`config.mk`:
```
export PLATFORM = sky130hd
export DESIGN_NAME = gantry_hall_decoder_flat
export DESIGN_NICKNAME = d
export VERILOG_FILES = /design/src/rtl/gantry_hall_pkg.sv /design/src/rtl/gantry_hall_if.sv /design/src/rtl/gantry_hall_filter.sv /design/src/rtl/gantry_hall_decoder.sv /design/src/flat_wrapper.sv
export SDC_FILE = /design/constraint.sdc
export NUM_CORES = 1
export LEC_CHECK = 0
export ABC_CLOCK_PERIOD_IN_PS = 8300
export CORE_MARGIN = 3
export CORE_UTILIZATION = 50
export CTS_CLUSTER_SIZE = 24
export DETAILED_ROUTE_END_ITERATION = 12
export DONT_BUFFER_PORTS = 1
export PLACE_DENSITY = 0.66
export SETUP_SLACK_MARGIN = 0.15
export SLEW_MARGIN = 25
export SYNTH_ARGS = -nofsm -noshare
export SYNTH_HDL_FRONTEND = slang
export SYNTH_SLANG_ARGS = --single-unit
export TNS_END_PERCENT = 50
```
`constraint.sdc`:
```
create_clock -name OPB_CLK -period 8.3 [get_ports OPB_CLK]
set_clock_uncertainty 0.2 [all_clocks]
set_input_delay 1.66 -clock OPB_CLK [delete_from_list [all_inputs] [get_ports OPB_CLK]]
set_output_delay 1.66 -clock OPB_CLK [all_outputs]
set_load 0.03 [all_outputs]
```
`src/rtl/gantry_hall_pkg.sv`:
```
// Shared definitions for the gantry Hall decoder: register map, STATUS/CONTROL
// bit positions, Hall-to-sector table, FSM state encoding and default widths.
package gantry_hall_pkg;

  localparam int unsigned DATA_W    = 32;
  localparam int unsigned FILT_W    = 8;
  localparam int unsigned PER_W_DEF = 24;

  // Register addresses (GANT_ADDR[2:0])
  localparam logic [2:0] ADDR_STATUS   = 3'd0;
  localparam logic [2:0] ADDR_POSITION = 3'd1;
  localparam logic [2:0] ADDR_PERIOD   = 3'd2;
  localparam logic [2:0] ADDR_CONTROL  = 3'd3;

  // STATUS bit positions
  localparam int unsigned ST_CODE_LSB   = 0;
  localparam int unsigned ST_SECTOR_LSB = 3;
  localparam int unsigned ST_DIR        = 6;
  localparam int unsigned ST_FLAG_LSB   = 8;   // [8] INV, [9] SKIP, [10] STALL
  localparam int unsigned ST_STATE_LSB  = 12;

  // CONTROL bit positions
  localparam int unsigned CT_EN       = 0;
  localparam int unsigned CT_DIR_INV  = 1;
  localparam int unsigned CT_IRQ_LSB  = 2;     // [2] INV, [3] SKIP, [4] STALL
  localparam int unsigned CT_FILT_LSB = 8;

  typedef enum logic [1:0] {
    S_IDLE    = 2'd0,
    S_ACQUIRE = 2'd1,
    S_TRACK   = 2'd2
  } fsm_state_t;

  typedef struct packed {
    logic [FILT_W-1:0] filt_len;
    logic [2:0]        irq_en;    // {STALL, SKIP, INV}
    logic              dir_inv;
    logic              en;
  } ctrl_t;

  typedef struct packed {
    logic       valid;
    logic [2:0] sector;
  } sector_t;

  // Commutation table; 000 and 111 are not legal Hall states.
  function automatic sector_t hall_to_sector(input logic [2:0] code);
    sector_t s;
    s = '{valid: 1'b1, sector: 3'd0};
    case (code)
      3'b101:  s.sector = 3'd0;
      3'b100:  s.sector = 3'd1;
      3'b110:  s.sector = 3'd2;
      3'b010:  s.sector = 3'd3;
      3'b011:  s.sector = 3'd4;
      3'b001:  s.sector = 3'd5;
      default: s.valid  = 1'b0;
    endcase
    return s;
  endfunction

endpackage

```
`src/rtl/gantry_hall_if.sv`:
```
// Register bus between a host (master) and the Hall decoder (slave).
//   GANT_ADDR     : register address, only [2:0] decoded
//   GANT_HALL_WE  : one-cycle write strobe
//   GANT_HALL_RE  : read enable
//   GANT_HALL_DI  : write data
//   GANT_HALL_DO  : read data (combinational from the slave)
interface gantry_hall_if;
  logic [31:0] GANT_ADDR;
  logic        GANT_HALL_WE;
  logic        GANT_HALL_RE;
  logic [31:0] GANT_HALL_DI;
  logic [31:0] GANT_HALL_DO;

  modport master (output GANT_ADDR, GANT_HALL_WE, GANT_HALL_RE, GANT_HALL_DI,
                  input  GANT_HALL_DO);
  modport slave  (input  GANT_ADDR, GANT_HALL_WE, GANT_HALL_RE, GANT_HALL_DI,
                  output GANT_HALL_DO);
endinterface

```
`src/rtl/gantry_hall_filter.sv`:
```
// Two-flop synchroniser plus persistence filter for the raw Hall code.
//   clk, rst_n  : clock, async active-low reset
//   i_hall      : raw {C,B,A} Hall inputs, asynchronous
//   i_filt_len  : clocks a new code must persist (0 treated as 1)
//   o_code      : filtered code
module gantry_hall_filter
  import gantry_hall_pkg::*;
(
  input  logic              clk,
  input  logic              rst_n,
  input  logic [2:0]        i_hall,
  input  logic [FILT_W-1:0] i_filt_len,
  output logic [2:0]        o_code
);

  logic [2:0]        r_sync1, r_sync2, r_cand, r_filt;
  logic [FILT_W-1:0] r_cnt;
  logic [FILT_W-1:0] w_len;

  assign w_len = (i_filt_len == '0) ? FILT_W'(1) : i_filt_len;

  // r_cnt = consecutive clocks r_cand has been stable; accept once it reaches w_len
  always_ff @(posedge clk or negedge rst_n) begin
    if (!rst_n) begin
      r_sync1 <= '0;
      r_sync2 <= '0;
      r_cand  <= '0;
      r_cnt   <= '0;
      r_filt  <= '0;
    end else begin
      r_sync1 <= i_hall;
      r_sync2 <= r_sync1;
      if (r_sync2 != r_cand) begin
        r_cand <= r_sync2;
        r_cnt  <= FILT_W'(1);
      end else if (r_cnt != '1) begin
        r_cnt <= r_cnt + FILT_W'(1);
      end
      if ((r_cnt >= w_len) && (r_cand != r_filt))
        r_filt <= r_cand;
    end
  end

  assign o_code = r_filt;

endmodule

```
`src/rtl/gantry_hall_decoder.sv`:
```
// Hall-sensor commutation decoder: tracks sector, signed position, direction
// and transition period, with sticky error flags and a level interrupt.
//   OPB_CLK, OPB_RST_N : clock, async active-low reset
//   GANT_HALL          : raw {C,B,A} Hall sensors
//   bus                : register bus (slave side)
//   GANT_HALL_IRQ      : registered level interrupt
module gantry_hall_decoder
  import gantry_hall_pkg::*;
#(
  parameter logic [FILT_W-1:0] FILT_RST = 8'h10,
  parameter int unsigned       PER_W    = PER_W_DEF
) (
  input  logic         OPB_CLK,
  input  logic         OPB_RST_N,
  input  logic [2:0]   GANT_HALL,
  gantry_hall_if.slave bus,
  output logic         GANT_HALL_IRQ
);

  fsm_state_t        r_state, w_state_nxt;
  ctrl_t             r_ctrl;
  logic [2:0]        r_sector;
  logic              r_dir;
  logic [31:0]       r_pos;
  logic [PER_W-1:0]  r_pcnt, r_period;
  logic [2:0]        r_flags;          // {STALL, SKIP, INV}
  logic              r_irq;

  logic [2:0]  w_code, w_addr, w_delta, w_flag_set, w_flag_clr;
  logic [3:0]  w_diff;
  sector_t     w_hs;
  logic        w_wr_status, w_wr_pos, w_wr_ctrl;
  logic        w_acq, w_track, w_load, w_move, w_fwd, w_bwd, w_step, w_up;
  logic [31:0] w_rdata;
  logic        w_unused;

  gantry_hall_filter u_filter (
    .clk        (OPB_CLK),
    .rst_n      (OPB_RST_N),
    .i_hall     (GANT_HALL),
    .i_filt_len (r_ctrl.filt_len),
    .o_code     (w_code)
  );

  assign w_unused    = ^bus.GANT_ADDR[31:3];
  assign w_addr      = bus.GANT_ADDR[2:0];
  assign w_wr_status = bus.GANT_HALL_WE && (w_addr == ADDR_STATUS);
  assign w_wr_pos    = bus.GANT_HALL_WE && (w_addr == ADDR_POSITION);
  assign w_wr_ctrl   = bus.GANT_HALL_WE && (w_addr == ADDR_CONTROL);

  // Sector step size modulo 6: 1 forward, 5 backward, anything else is a skip
  assign w_hs    = hall_to_sector(w_code);
  assign w_diff  = 4'(w_hs.sector) + 4'd6 - 4'(r_sector);
  assign w_delta = (w_diff >= 4'd6) ? 3'(w_diff - 4'd6) : 3'(w_diff);

  // EN low behaves as IDLE immediately, so nothing counts on the exit clock
  assign w_acq   = r_ctrl.en && (r_state == S_ACQUIRE);
  assign w_track = r_ctrl.en && (r_state == S_TRACK);
  assign w_load  = w_acq && w_hs.valid;
  assign w_move  = w_track && w_hs.valid && (w_hs.sector != r_sector);
  assign w_fwd   = w_move && (w_delta == 3'd1);
  assign w_bwd   = w_move && (w_delta == 3'd5);
  assign w_step  = w_fwd || w_bwd;
  assign w_up    = w_fwd ^ r_ctrl.dir_inv;

  assign w_flag_set = {w_track && (r_pcnt == '1),
                       w_move && !w_step,
                       (w_acq || w_track) && !w_hs.valid};
  assign w_flag_clr = w_wr_status ? bus.GANT_HALL_DI[ST_FLAG_LSB +: 3] : 3'b000;

  // Next-state logic
  always_comb begin
    w_state_nxt = r_state;
    if (!r_ctrl.en) begin
      w_state_nxt = S_IDLE;
    end else begin
      case (r_state)
        S_IDLE:    w_state_nxt = S_ACQUIRE;
        S_ACQUIRE: if (w_hs.valid)  w_state_nxt = S_TRACK;
        S_TRACK:   if (!w_hs.valid) w_state_nxt = S_ACQUIRE;
        default:   w_state_nxt = S_IDLE;
      endcase
    end
  end

  // State register
  always_ff @(posedge OPB_CLK or negedge OPB_RST_N) begin
    if (!OPB_RST_N) r_state <= S_IDLE;
    else            r_state <= w_state_nxt;
  end

  // Position/period tracking, flags, control and interrupt
  always_ff @(posedge OPB_CLK or negedge OPB_RST_N) begin
    if (!OPB_RST_N) begin
      r_ctrl          <= '0;
      r_ctrl.filt_len <= FILT_RST;
      r_sector        <= '0;
      r_dir           <= 1'b0;
      r_pos           <= '0;
      r_pcnt          <= '0;
      r_period        <= '0;
      r_flags         <= '0;
      r_irq           <= 1'b0;
    end else begin
      if (w_load || w_move) r_sector <= w_hs.sector;
      if (w_step)           r_dir    <= w_up;

      // Host write beats a simultaneous count
      if (w_wr_pos)    r_pos <= bus.GANT_HALL_DI;
      else if (w_step) r_pos <= w_up ? r_pos + 32'd1 : r_pos - 32'd1;

      if (w_step) r_period <= r_pcnt;
      if (w_load)                      r_pcnt <= '0;
      else if (w_step)                 r_pcnt <= PER_W'(1);
      else if (w_track && r_pcnt != '1) r_pcnt <= r_pcnt + PER_W'(1);

      // Set beats a same-cycle W1C
      r_flags <= (r_flags & ~w_flag_clr) | w_flag_set;

      if (w_wr_ctrl) begin
        r_ctrl.en       <= bus.GANT_HALL_DI[CT_EN];
        r_ctrl.dir_inv  <= bus.GANT_HALL_DI[CT_DIR_INV];
        r_ctrl.irq_en   <= bus.GANT_HALL_DI[CT_IRQ_LSB +: 3];
        r_ctrl.filt_len <= bus.GANT_HALL_DI[CT_FILT_LSB +: FILT_W];
      end

      r_irq <= |(r_flags & r_ctrl.irq_en);
    end
  end

  // Read mux
  always_comb begin
    w_rdata = '0;
    case (w_addr)
      ADDR_STATUS: begin
        w_rdata[ST_CODE_LSB   +: 3] = w_code;
        w_rdata[ST_SECTOR_LSB +: 3] = r_sector;
        w_rdata[ST_DIR]             = r_dir;
        w_rdata[ST_FLAG_LSB   +: 3] = r_flags;
        w_rdata[ST_STATE_LSB  +: 2] = r_state;
      end
      ADDR_POSITION: w_rdata = r_pos;
      ADDR_PERIOD:   w_rdata = 32'(r_period);
      ADDR_CONTROL: begin
        w_rdata[CT_EN]                  = r_ctrl.en;
        w_rdata[CT_DIR_INV]             = r_ctrl.dir_inv;
        w_rdata[CT_IRQ_LSB  +: 3]       = r_ctrl.irq_en;
        w_rdata[CT_FILT_LSB +: FILT_W]  = r_ctrl.filt_len;
      end
      default: w_rdata = '0;
    endcase
  end

  // Read data is forced to zero while in reset
  assign bus.GANT_HALL_DO = (bus.GANT_HALL_RE && OPB_RST_N) ? w_rdata : 32'h0;
  assign GANT_HALL_IRQ    = r_irq;

endmodule

```
`src/flat_wrapper.sv`:
```
// flat-port wrapper written by rule: the top's interface ports become plain ports
module gantry_hall_decoder_flat import gantry_hall_pkg::*;
#(
  parameter logic [FILT_W-1:0] FILT_RST = 8'h10,
  parameter int unsigned       PER_W    = PER_W_DEF
)
  (OPB_CLK, OPB_RST_N, GANT_HALL, GANT_HALL_IRQ, bus_GANT_ADDR, bus_GANT_HALL_WE, bus_GANT_HALL_RE, bus_GANT_HALL_DI, bus_GANT_HALL_DO);
  gantry_hall_if bus_i ();
  input  logic OPB_CLK;
  input  logic OPB_RST_N;
  input  logic [2:0] GANT_HALL;
  output logic GANT_HALL_IRQ;
  input wire logic [$bits(bus_i.GANT_ADDR)-1:0] bus_GANT_ADDR;
  input wire logic [$bits(bus_i.GANT_HALL_WE)-1:0] bus_GANT_HALL_WE;
  input wire logic [$bits(bus_i.GANT_HALL_RE)-1:0] bus_GANT_HALL_RE;
  input wire logic [$bits(bus_i.GANT_HALL_DI)-1:0] bus_GANT_HALL_DI;
  output wire logic [$bits(bus_i.GANT_HALL_DO)-1:0] bus_GANT_HALL_DO;
  assign bus_i.GANT_ADDR = bus_GANT_ADDR;
  assign bus_i.GANT_HALL_WE = bus_GANT_HALL_WE;
  assign bus_i.GANT_HALL_RE = bus_GANT_HALL_RE;
  assign bus_i.GANT_HALL_DI = bus_GANT_HALL_DI;
  assign bus_GANT_HALL_DO = bus_i.GANT_HALL_DO;
  gantry_hall_decoder #(.FILT_RST(FILT_RST), .PER_W(PER_W)) u_core (.OPB_CLK(OPB_CLK), .OPB_RST_N(OPB_RST_N), .GANT_HALL(GANT_HALL), .bus(bus_i), .GANT_HALL_IRQ(GANT_HALL_IRQ));
endmodule
```
[Yosys cells after proc, flatten, opt, wreduce, memory -nomap -nowiden]
Index checks and enable logic that the tools add are counted.
Cells by class
  $lt $le $gt $ge: 2
  equal/unequal tests: 21
  multiplexer cells: 26
  add/subtract/negate cells: 7
  reduce and logical (&&, ||, !) cells: 30
  bitwise operators: 5
Operators by type and width (number)
  $mux 32: 4
  $mux 24: 3
  $add 32x1->32 const B: 1
  $pmux 16 s2: 1
  $sub 32x1->32 const B: 1
  $add 24x1->24 const B: 1
  $eq 24x24->1 const B: 1
  $mux 8: 3
  $ne 24x24->1 const B: 1
  $pmux 5 s4: 1
  $pmux 2 s3: 3
  $logic_and 1x1->1: 16
  $pmux 3 s5: 1
  $eq 3x2->1 const B: 4
  $eq 3x3->1 const B: 4
  $pmux 3 s4: 1
  $eq 3x1->1 const B: 3
  $ne 3x3->1: 3
  $add 8x1->8 const B: 1
  $ge 8x8->1: 1
  $logic_not 8->1: 1
  $ne 8x8->1 const B: 1
  $pmux 2 s4: 1
  $and 3x3->3: 2
  24 further kinds: 32
Word-level totals
  bits in registers: 123
  output and inout bits: 33
  bits of input ports: 71
  logic and storage cells: 108

[Depth between registers and ports, before layout]
Gate-level depths: netlist (run 1).
  word-level depth: 12
  depth in mapped cells: 23

[Modules after synthesis]
From an unflattened synthesis (run 1), not the netlist that was laid out.
Unflattened totals
  cell total of the unflattened synthesis: 886
  area total of the unflattened synthesis: 7591.0 um2
By module, submodules not included
  gantry_hall_decoder: cells each 794, instances 1, area each 6591.3 um2, seq. area each 2578.7 um2
  gantry_hall_filter: cells each 92, instances 1, area each 999.7 um2, seq. area each 500.5 um2

[Least setup slack after synthesis (run 1)]
Ideal clock, no wire load.
  path type: input to output
  start: in bus_GANT_ADDR[1]
  end: out bus_GANT_HALL_DO[16]
  cell stages on the path: 6
  arrival time: 3.405 ns
  setup slack: 3.035 ns
  buffers on the path: 3
  cell sequence: clkbuf_1 -> clkbuf_1 -> nor2b_1 -> clkbuf_1 -> a22oi_1 -> nor2_1
Between the ends
  longest elaborated chain between the ends: 3
  elaborated cells on any way between the ends: 4
Ends and longest elaborated chain
  from (decl): RTL line flat_wrapper.sv:13  | input wire logic [$bits(bus_i.GANT_ADDR)-1:0] bus_GANT_ADDR;
  $eq 3x2->1 / $eq 3x1->1 (equally long branches): RTL line gantry_hall_decoder.sv:134  | case (w_addr)
  $pmux 16 s2 *: RTL line gantry_hall_decoder.sv:134
  $mux 32 *: RTL line gantry_hall_decoder.sv:155  | assign bus.GANT_HALL_DO = (bus.GANT_HALL_RE && OPB_RST_N) ? w_rdata : 32'h0;
  to (decl): RTL line flat_wrapper.sv:17  | output wire logic [$bits(bus_i.GANT_HALL_DO)-1:0] bus_GANT_HALL_DO;
Every way passes the cells marked *; elsewhere a longest branch is shown, timed or not.

[Final worst setup path (run 1)]
  start: reg u_core.u_filter.r_filt[1], in the netlist u_core.u_filter.o_code[1]
  end: reg u_core.r_pos[20]
Between the ends
  longest elaborated chain between the ends: 12
  elaborated cells on any way between the ends: 27
Ends and longest elaborated chain
  from (decl): RTL line gantry_hall_filter.sv:16  | logic [2:0] r_sync1, r_sync2, r_cand, r_filt;
  from (signal assigned): RTL line gantry_hall_filter.sv:40  | r_filt <= r_cand;
  $eq 3x1->1, or another cell as far along: RTL line gantry_hall_pkg.sv:50  | case (code)
  $pmux 3 s5: RTL line gantry_hall_pkg.sv:50
  $add 3x3->4: RTL line gantry_hall_decoder.sv:53  | assign w_diff = 4'(w_hs.sector) + 4'd6 - 4'(r_sector);
  $sub 4x3->4: RTL line gantry_hall_decoder.sv:53
  $ge 4x3->1 / $sub 3x3->3 (equally long branches): RTL line gantry_hall_decoder.sv:54  | assign w_delta = (w_diff >= 4'd6) ? 3'(w_diff - 4'd6) : 3'(w_diff);
  $mux 3: RTL line gantry_hall_decoder.sv:54
  $eq 3x1->1: RTL line gantry_hall_decoder.sv:61  | assign w_fwd = w_move && (w_delta == 3'd1);
  $logic_and 1x1->1: RTL line gantry_hall_decoder.sv:61
  $xor 1x1->1: RTL line gantry_hall_decoder.sv:64  | assign w_up = w_fwd ^ r_ctrl.dir_inv;
  $mux 32 (2 in series): RTL line gantry_hall_decoder.sv:110  | else if (w_step) r_pos <= w_up ? r_pos + 32'd1 : r_pos - 32'd1;
  $mux 32: RTL line gantry_hall_decoder.sv:109  | if (w_wr_pos) r_pos <= bus.GANT_HALL_DI;
  to (signal assigned): RTL line gantry_hall_decoder.sv:109
  to (signal assigned): RTL line gantry_hall_decoder.sv:110
  to (decl): RTL line gantry_hall_decoder.sv:24  | logic [31:0] r_pos;
Parallel ways exist; a longest one is shown, timed or not. The select of a mux whose other input is x is not followed.
A chain may end at the register's enable or synchronous reset.

==> run metrics, run 1 <==
status=complete, no violations; Fmax=roughly 180 MHz; worst path arrival time=between 5 and 6 ns; DRC violations left=0; Chip Width=approximately 130 um; Worst Setup SP=u_core.u_filter.o_code[1]$_DFFE_PN0P_; CP Class=reg -> reg; Leak=3.42 nW; Post-CTS Hold Buffers=0; unrepaired setup endpoints after global routing=false; dpl hpwl=between 15000 and 20000 um; NumNets Final=between 900 and 1000; Worst R2R Start=u_core.u_filter.o_code[1]$_DFFE_PN0P_; I/O pin cnt=~100; main flop type after synthesis=dfrtp_1; CP Capture Type=flip-flop; Syn Std Cell Area=7740 sq um; Async S/R FF share, synth=100%; Hold Crit Class=reg -> reg; GR Overflow Total=0; clk sink count=approximately 120; first-pass GRT wire length=about 35000 um; H-tree Lvls=4; initial antenna violation count=0; # setup viols final=0; number of global-route vias before repair=about 6500; antenna fix cells=0; number of synthesized flops with an enable pin=0; Rel. slew slack=between 30% and 40%; port bufs=0; Post-Synthesis Cells=about 900; gpl congestion=~0.94; Final Non-Filler Cells=1060; Avg Cell Area, Syn=around 8.6 sq um; Clock Tree Buf Depth=2; GRT Total Usage=between 20% and 30%; synth-to-layout area growth=7.67%; Worst Reg-to-Reg Cells=22; Die Ht=roughly 130 um; Starting Density=a little over half; syn nets=between 900 and 1000; Skew-Pair Late Insertion Delay=0.43 ns; Reg-to-Reg End=u_core.r_pos[20]$_DFFE_PN0P_; TritonCTS buffer count=17; largest net degree at the start of global routing=about 130; share of cells above drive strength 1=9.25%; Routed wire per std cell=between 20 and 25 um; R2R setup slack=~2.8 ns; placed insts=1029; antenna-violating nets left=0; Final TNS setup=0 ns; CTS tree=yes; crit path capture=u_core.r_pos[20]$_DFFE_PN0P_; unique cell type count in the Yosys netlist=70; most frequent cells in the layout=nand2_1 (145), dfrtp_1 (122), nor2_1 (91); largest fanout on the critical path=13; Core Area=between 10000 and 15000 sq um; commonest non-fill, non-tap cell in the layout=nand2_1; Via density=6.38; Slew @ Worst Pin=roughly 1 ns; Worst setup SP type=flip-flop; CP max stage delay=approximately 0.54 ns; Site Rows=44; fin crit period=between 5 and 6 ns; Root Buffer=clkbuf_16; synthesized flop and latch total=approximately 120; Die ar.=17000 sq um; yosys warns=0; Post-CTS Setup Repair Bufs=0; Max Slew Vio Count=0; Post-Route WL=roughly 22000 um; power density over cell area=259 nW/um^2; final hold viol count=0; post-CTS sizing=0; Required @ worst endpoint=~8.4 ns; first-iteration detailed-routing DRC count=740; crit share post-route=66.5%; Via Count=between 6000 and 7000; Peak VDD IR=around 0.00016 V; max_cap viols=0; Final Core Density=between 50% and 60%; CP max-delay cell=o21ai_2; CP cell instances=xor2_1, o21ai_0, ha_1, inv_1, ha_1, inv_1, fa_1, nand2b_1, o21a_1, o21ai_2, nand2_1, xnor2_1, ha_1, or3_1, nor4_1, buf_4, and3_1, nand3_1, nor4_1, o21ai_0, xor2_1, o21ai_0; DR pass1 iterations=7; CTS clock-pin slew for the worst setup and hold paths=~0.06 ns; post-synthesis sequential area ratio=between 30% and 40%
-- layout make-up --
class                      count  area (sq um)
clock buffer                  19           443
clock inverter                12           114
fill                        1353          6480
inverter                      19          71.3
multi-input combinational    696          4340
sequential                   123          3080
tap                          184           230
timing repair buffer           7          52.6
-- cell families after synthesis --
| family | count (synthesis) | share of synthesized area [%] |
|---|---|---|
| adder cells (fa/ha/maj) | 16 | 2.68 |
| XOR/XNOR | 55 | 6.23 |
| flip-flops | 123 | 39.8 |
| AND/OR/NAND/NOR | 446 | 28.5 |
| multiplexers | 39 | 6.97 |
| AO/OA/AOI/OAI | 140 | 11.5 |
| buffers and inverters | 82 | 4.25 |
-- power by group --
part | total (W) | internal (W) | switching, W
clock | 0.000709 | 0.000420 | 0.000289
sequential | 0.000880 | 0.000689 | 0.000191
combinational | 0.000572 | 0.000250 | 0.000322
-- per-layer routing --
metal	global-route usage, %	routed length (um)
met3	7.32	1850
met5	0	0
met2	40.7	10200
met4	8.53	349
met1	37.8	9680
-- critical path, delay by kind of cell, from the launching register on --
family | cells | cell delay, ns
xor gates and xnor gates | 3 | 0.57
adders and majority gates | 4 | 1.05
and+or+nand+nor | 7 | 1.57
AOI/OAI and AO/OA | 5 | 1.26
buffers and inverters | 3 | 0.31
DFF | 1 | 0.48
-- worst min-delay path by stage --
stage	startpoint	endpoint	slack, ns	cells after the start
finish	u_core.u_filter.r_sync1[2]$_DFF_PN0_	u_core.u_filter.r_sync2[2]$_DFF_PN0_	0.15	0
global route	u_core.u_filter.r_sync1[1]$_DFF_PN0_	u_core.u_filter.r_sync2[1]$_DFF_PN0_	0.16	0
CTS	u_core.u_filter.r_sync1[2]$_DFF_PN0_	u_core.u_filter.r_sync2[2]$_DFF_PN0_	0.15	0
detailed placement	u_core.u_filter.r_sync1[2]$_DFF_PN0_	u_core.u_filter.r_sync2[2]$_DFF_PN0_	0.13	0
global placement	u_core.u_filter.r_sync1[2]$_DFF_PN0_	u_core.u_filter.r_sync2[2]$_DFF_PN0_	0.13	0
floorplan	u_core.u_filter.r_sync1[0]$_DFF_PN0_	u_core.u_filter.r_sync2[0]$_DFF_PN0_	0.13	0
-- state kept, by name (all words and copies together), names as in the netlist --
name,flops
u_core.u_filter.o_code,3
u_core.r_pos,32
u_core.u_filter.r_sync2,3
u_core.u_filter.r_cand,3
u_core.r_flags,3
u_core.u_filter.r_cnt,8
u_core.GANT_HALL_IRQ,1
u_core.r_pcnt,24
u_core.r_ctrl,13
u_core.u_filter.r_sync1,3
u_core.r_dir,1
u_core.r_state,2
u_core.r_sector,3
u_core.r_period,24
-- synth_stat cells (3+ instances only) --
library cell	instances	area, sq um
and2_1	11	68.8
nand2_1	145	544
a21o_1	5	37.5
nor2b_1	16	100
o21ai_0	37	185
xnor2_1	28	245
or4_1	4	30.0
ha_1	15	188
and3_1	17	106
nand2b_1	9	56.3
a21oi_1	41	205
inv_1	19	71.3
a211o_1	3	26.3
mux4_2	10	225
buf_1	3	11.3
or3_1	14	87.6
clkbuf_1	52	195
mux2i_1	10	100
mux2_2	19	214
nor4_1	21	131
dfrtp_1	122	3050
nor3_1	25	125
xor2_1	27	236
a22oi_1	12	90.1
buf_2	5	25.0
a211oi_1	3	22.5
nor2_1	93	349
nor4b_1	3	26.3
a31oi_1	6	37.5
o211ai_1	4	30.0
and4_1	9	78.8
nand3_1	38	190
o21a_1	4	30.0
nand4_1	26	163
-- per-stage QoR --
stage / power [W] / worst slack, ns / hold slack, ns / cell area (sq um)
finish: 0.00216 / 2.78 / 0.148 / 8330
global route: 0.00228 / 2.35 / 0.165 / 8330
CTS: 0.00216 / 2.53 / 0.148 / 8330
detailed placement: 0.00145 / 2.54 / 0.135 / 7770
global placement: 0.00142 / 2.69 / 0.133 / 7770
floorplan: 0.00129 / 3.04 / 0.131 / 7740
Note: power is estimated with default switching activity, not from simulation.
==> inputs of run 2 (changes only) <==
--- a/config.mk
+++ b/config.mk
@@ -5,7 +5,7 @@
 export SDC_FILE = /design/constraint.sdc
 export NUM_CORES = 1
 export LEC_CHECK = 0
-export ABC_CLOCK_PERIOD_IN_PS = 8300
+export ABC_CLOCK_PERIOD_IN_PS = 5100
 export CORE_MARGIN = 3
 export CORE_UTILIZATION = 50
 export CTS_CLUSTER_SIZE = 24
==> constraint.sdc (replaced) <==
create_clock -name OPB_CLK -period 5.1 [get_ports OPB_CLK]
set_clock_uncertainty 0.2 [all_clocks]
set_input_delay 1.02 -clock OPB_CLK [delete_from_list [all_inputs] [get_ports OPB_CLK]]
set_output_delay 1.02 -clock OPB_CLK [all_outputs]
set_load 0.03 [all_outputs]
==> run metrics, run 2 (same netlist as run 1, synthesis figures left out) <==
status=complete, no violations; total power=about 0.0037 W; final hold viol count=0; Max Slew Vio Count=0; CTS tree=yes; Worst Reg-to-Reg Cells=21; Via density=6.34; synth-to-layout area growth=9.90%; first-iteration detailed-routing DRC count=about 760; largest net degree at the start of global routing=about 130; TritonCTS buffer count=17; fillcell total=about 1300; Hold Slack=around 0.09 ns; gpl congestion=~0.93; share of cells above drive strength 1=between 10% and 20%; Top reg by flops=u_core.r_pos; initial antenna violation count=0; Final Core Density=57.4%; Skew-Pair Late Insertion Delay=roughly 0.43 ns; Via Count=6777; GRT Total Usage=between 20% and 30%; Worst R2R Start=u_core.u_filter.o_code[1]$_DFFE_PN0P_; CP Capture Type=flip-flop; CP cell instances=o21ai_0, o21ai_2, ha_1, inv_1, ha_1, inv_1, fa_1, nand2b_1, o21a_1, or3_4, nand2_1, xnor2_1, ha_1, or3_1, nor4_4, buf_4, or4_1, o211ai_1, o21a_1, or3_1, a31oi_1; Worst Setup SP=u_core.u_filter.o_code[1]$_DFFE_PN0P_; NumNets Final=between 900 and 1000; Slew @ Worst Pin=between 0.9 and 1 ns; Post-CTS Hold Buffers=0; Rel. slew slack=just under 40%; port bufs=0; largest fanout on the critical path=8; DR pass1 iterations=6; # setup viols final=0; dpl hpwl=around 16000 um; CP max stage delay=approximately 0.51 ns; Clock Tree Buf Depth=2; first-pass GRT wire length=35300 um; max_cap viols=0; power density over cell area=~440 nW/um^2; CP max-delay cell=fa_1; most frequent cells in the layout=nand2_1 (145), dfrtp_1 (119), nor2_1 (91); Die ar.=around 17000 sq um; top flop regs=u_core.r_pos x32, u_core.r_pcnt x24, u_core.r_period x24; Reg-to-Reg End=u_core.r_pos[22]$_DFFE_PN0P_; Hold Crit Class=in -> async; CTS clock-pin slew for the worst setup and hold paths=around 0.060 ns; CP Class=reg -> reg; Largest register FFs=32; Post-Route WL=roughly 22000 um; Crit path top cell by count=ha_1; cell area after placement=7840 sq um; Final TNS setup=0 ns; Chip Width=roughly 130 um; antenna fix cells=0; Die Ht=~130 um; clk sink count=roughly 120; DRC violations left=0; fin crit period=4.75 ns; Peak VDD IR=0.000313 V; final instance area=between 8000 and 9000 sq um; crit share post-route=between 90% and 100%; Routed wire per std cell=just over 20 um; Fmax=between 200 and 250 MHz; Starting Density=52.2%; worst path arrival time=4.90 ns; Root Buffer=clkbuf_16; Required @ worst endpoint=~5.3 ns; crit path capture=u_core.r_pos[22]$_DFFE_PN0P_; unrepaired setup endpoints after global routing=true; GR Overflow Total=0; R2R setup slack=0.35 ns; number of global-route vias before repair=roughly 6300; Site Rows=44; Core Area=14800 sq um; I/O pin cnt=approximately 100; H-tree Lvls=4; Leak=3.50 nW; commonest non-fill, non-tap cell in the layout=nand2_1; antenna-violating nets left=0; Worst setup SP type=flip-flop
## run 2: what timing repair did
item | in CTS | in global routing
buffers inserted | 0 | 2
resized for setup | 0 | 9
endpoints found under the setup margin | 0 | 8
## run 2: metal layers
| metal | GRT usage, % | wire, um | vias up |
|---|---|---|---|
| li1 | - | - | 3145 |
| met1 | 38.0 | 9850 | 3308 |
| met2 | 40.9 | 10400 | 282 |
| met3 | 7.89 | 1680 | 42 |
| met4 | 7.50 | 346 | 0 |
| met5 | 0 | 0 | - |
## run 2: worst min-delay path by stage
| stage | slack, ns | startpoint | endpoint | depth (start not counted) |
|---|---|---|---|---|
| 6_report | 0.09 | OPB_RST_N | u_core.r_pcnt[10]$_DFFE_PN0P_ | 0 |
| 5_1_grt | 0.07 | OPB_RST_N | u_core.u_filter.r_sync1[1]$_DFF_PN0_ | 0 |
| 4_1_cts | 0.07 | OPB_RST_N | u_core.r_pcnt[10]$_DFFE_PN0P_ | 0 |
| 3_5_place_dp | 0.14 | u_core.u_filter.r_sync1[1]$_DFF_PN0_ | u_core.u_filter.r_sync2[1]$_DFF_PN0_ | 0 |
| 3_3_place_gp | 0.13 | u_core.u_filter.r_sync1[2]$_DFF_PN0_ | u_core.u_filter.r_sync2[2]$_DFF_PN0_ | 0 |
| 2_1_floorplan | 0.13 | u_core.u_filter.r_sync1[0]$_DFF_PN0_ | u_core.u_filter.r_sync2[0]$_DFF_PN0_ | 0 |
## run 2: power breakdown
group          leakage [nW]  switching [W]  total (W)  internal [W]
Clock                 0.302       0.000448    0.00130      0.000854
Sequential             1.56       0.000317    0.00144       0.00112
Combinational          1.64       0.000556   0.000986      0.000430
## run 2: cell type report
cell class / instances / area, sq um / share of cell area (%)
multi-input combinational: 696 / 4360 / 51.3
sequential: 123 / 3080 / 36.3
clock buffer: 21 / 470 / 5.53
tap: 184 / 230 / 2.71
clock inverter: 9 / 161 / 1.90
timing repair buffer: 17 / 125 / 1.47
inverter: 19 / 71.3 / 0.839
## run 2: critical path, delay by kind of cell (launching register included)
kind,cells,cell delay (ns)
AO/OA/AOI/OAI,6,1.14
XOR/XNOR,1,0.07
adder cells (fa/ha/maj),4,1.05
buffers and inverters,3,0.27
flip-flops,1,0.47
AND/OR/NAND/NOR,7,1.45
## run 2: stage by stage
| stage | setup slack (ns) | instances |
|---|---|---|
| floorplan | 0.218 | 901 |
| global placement | 0.419 | 1037 |
| detailed placement | 0.270 | 1037 |
| CTS | 0.264 | 1067 |
| global route | 0.123 | 1069 |
| finish | 0.347 | 1069 |
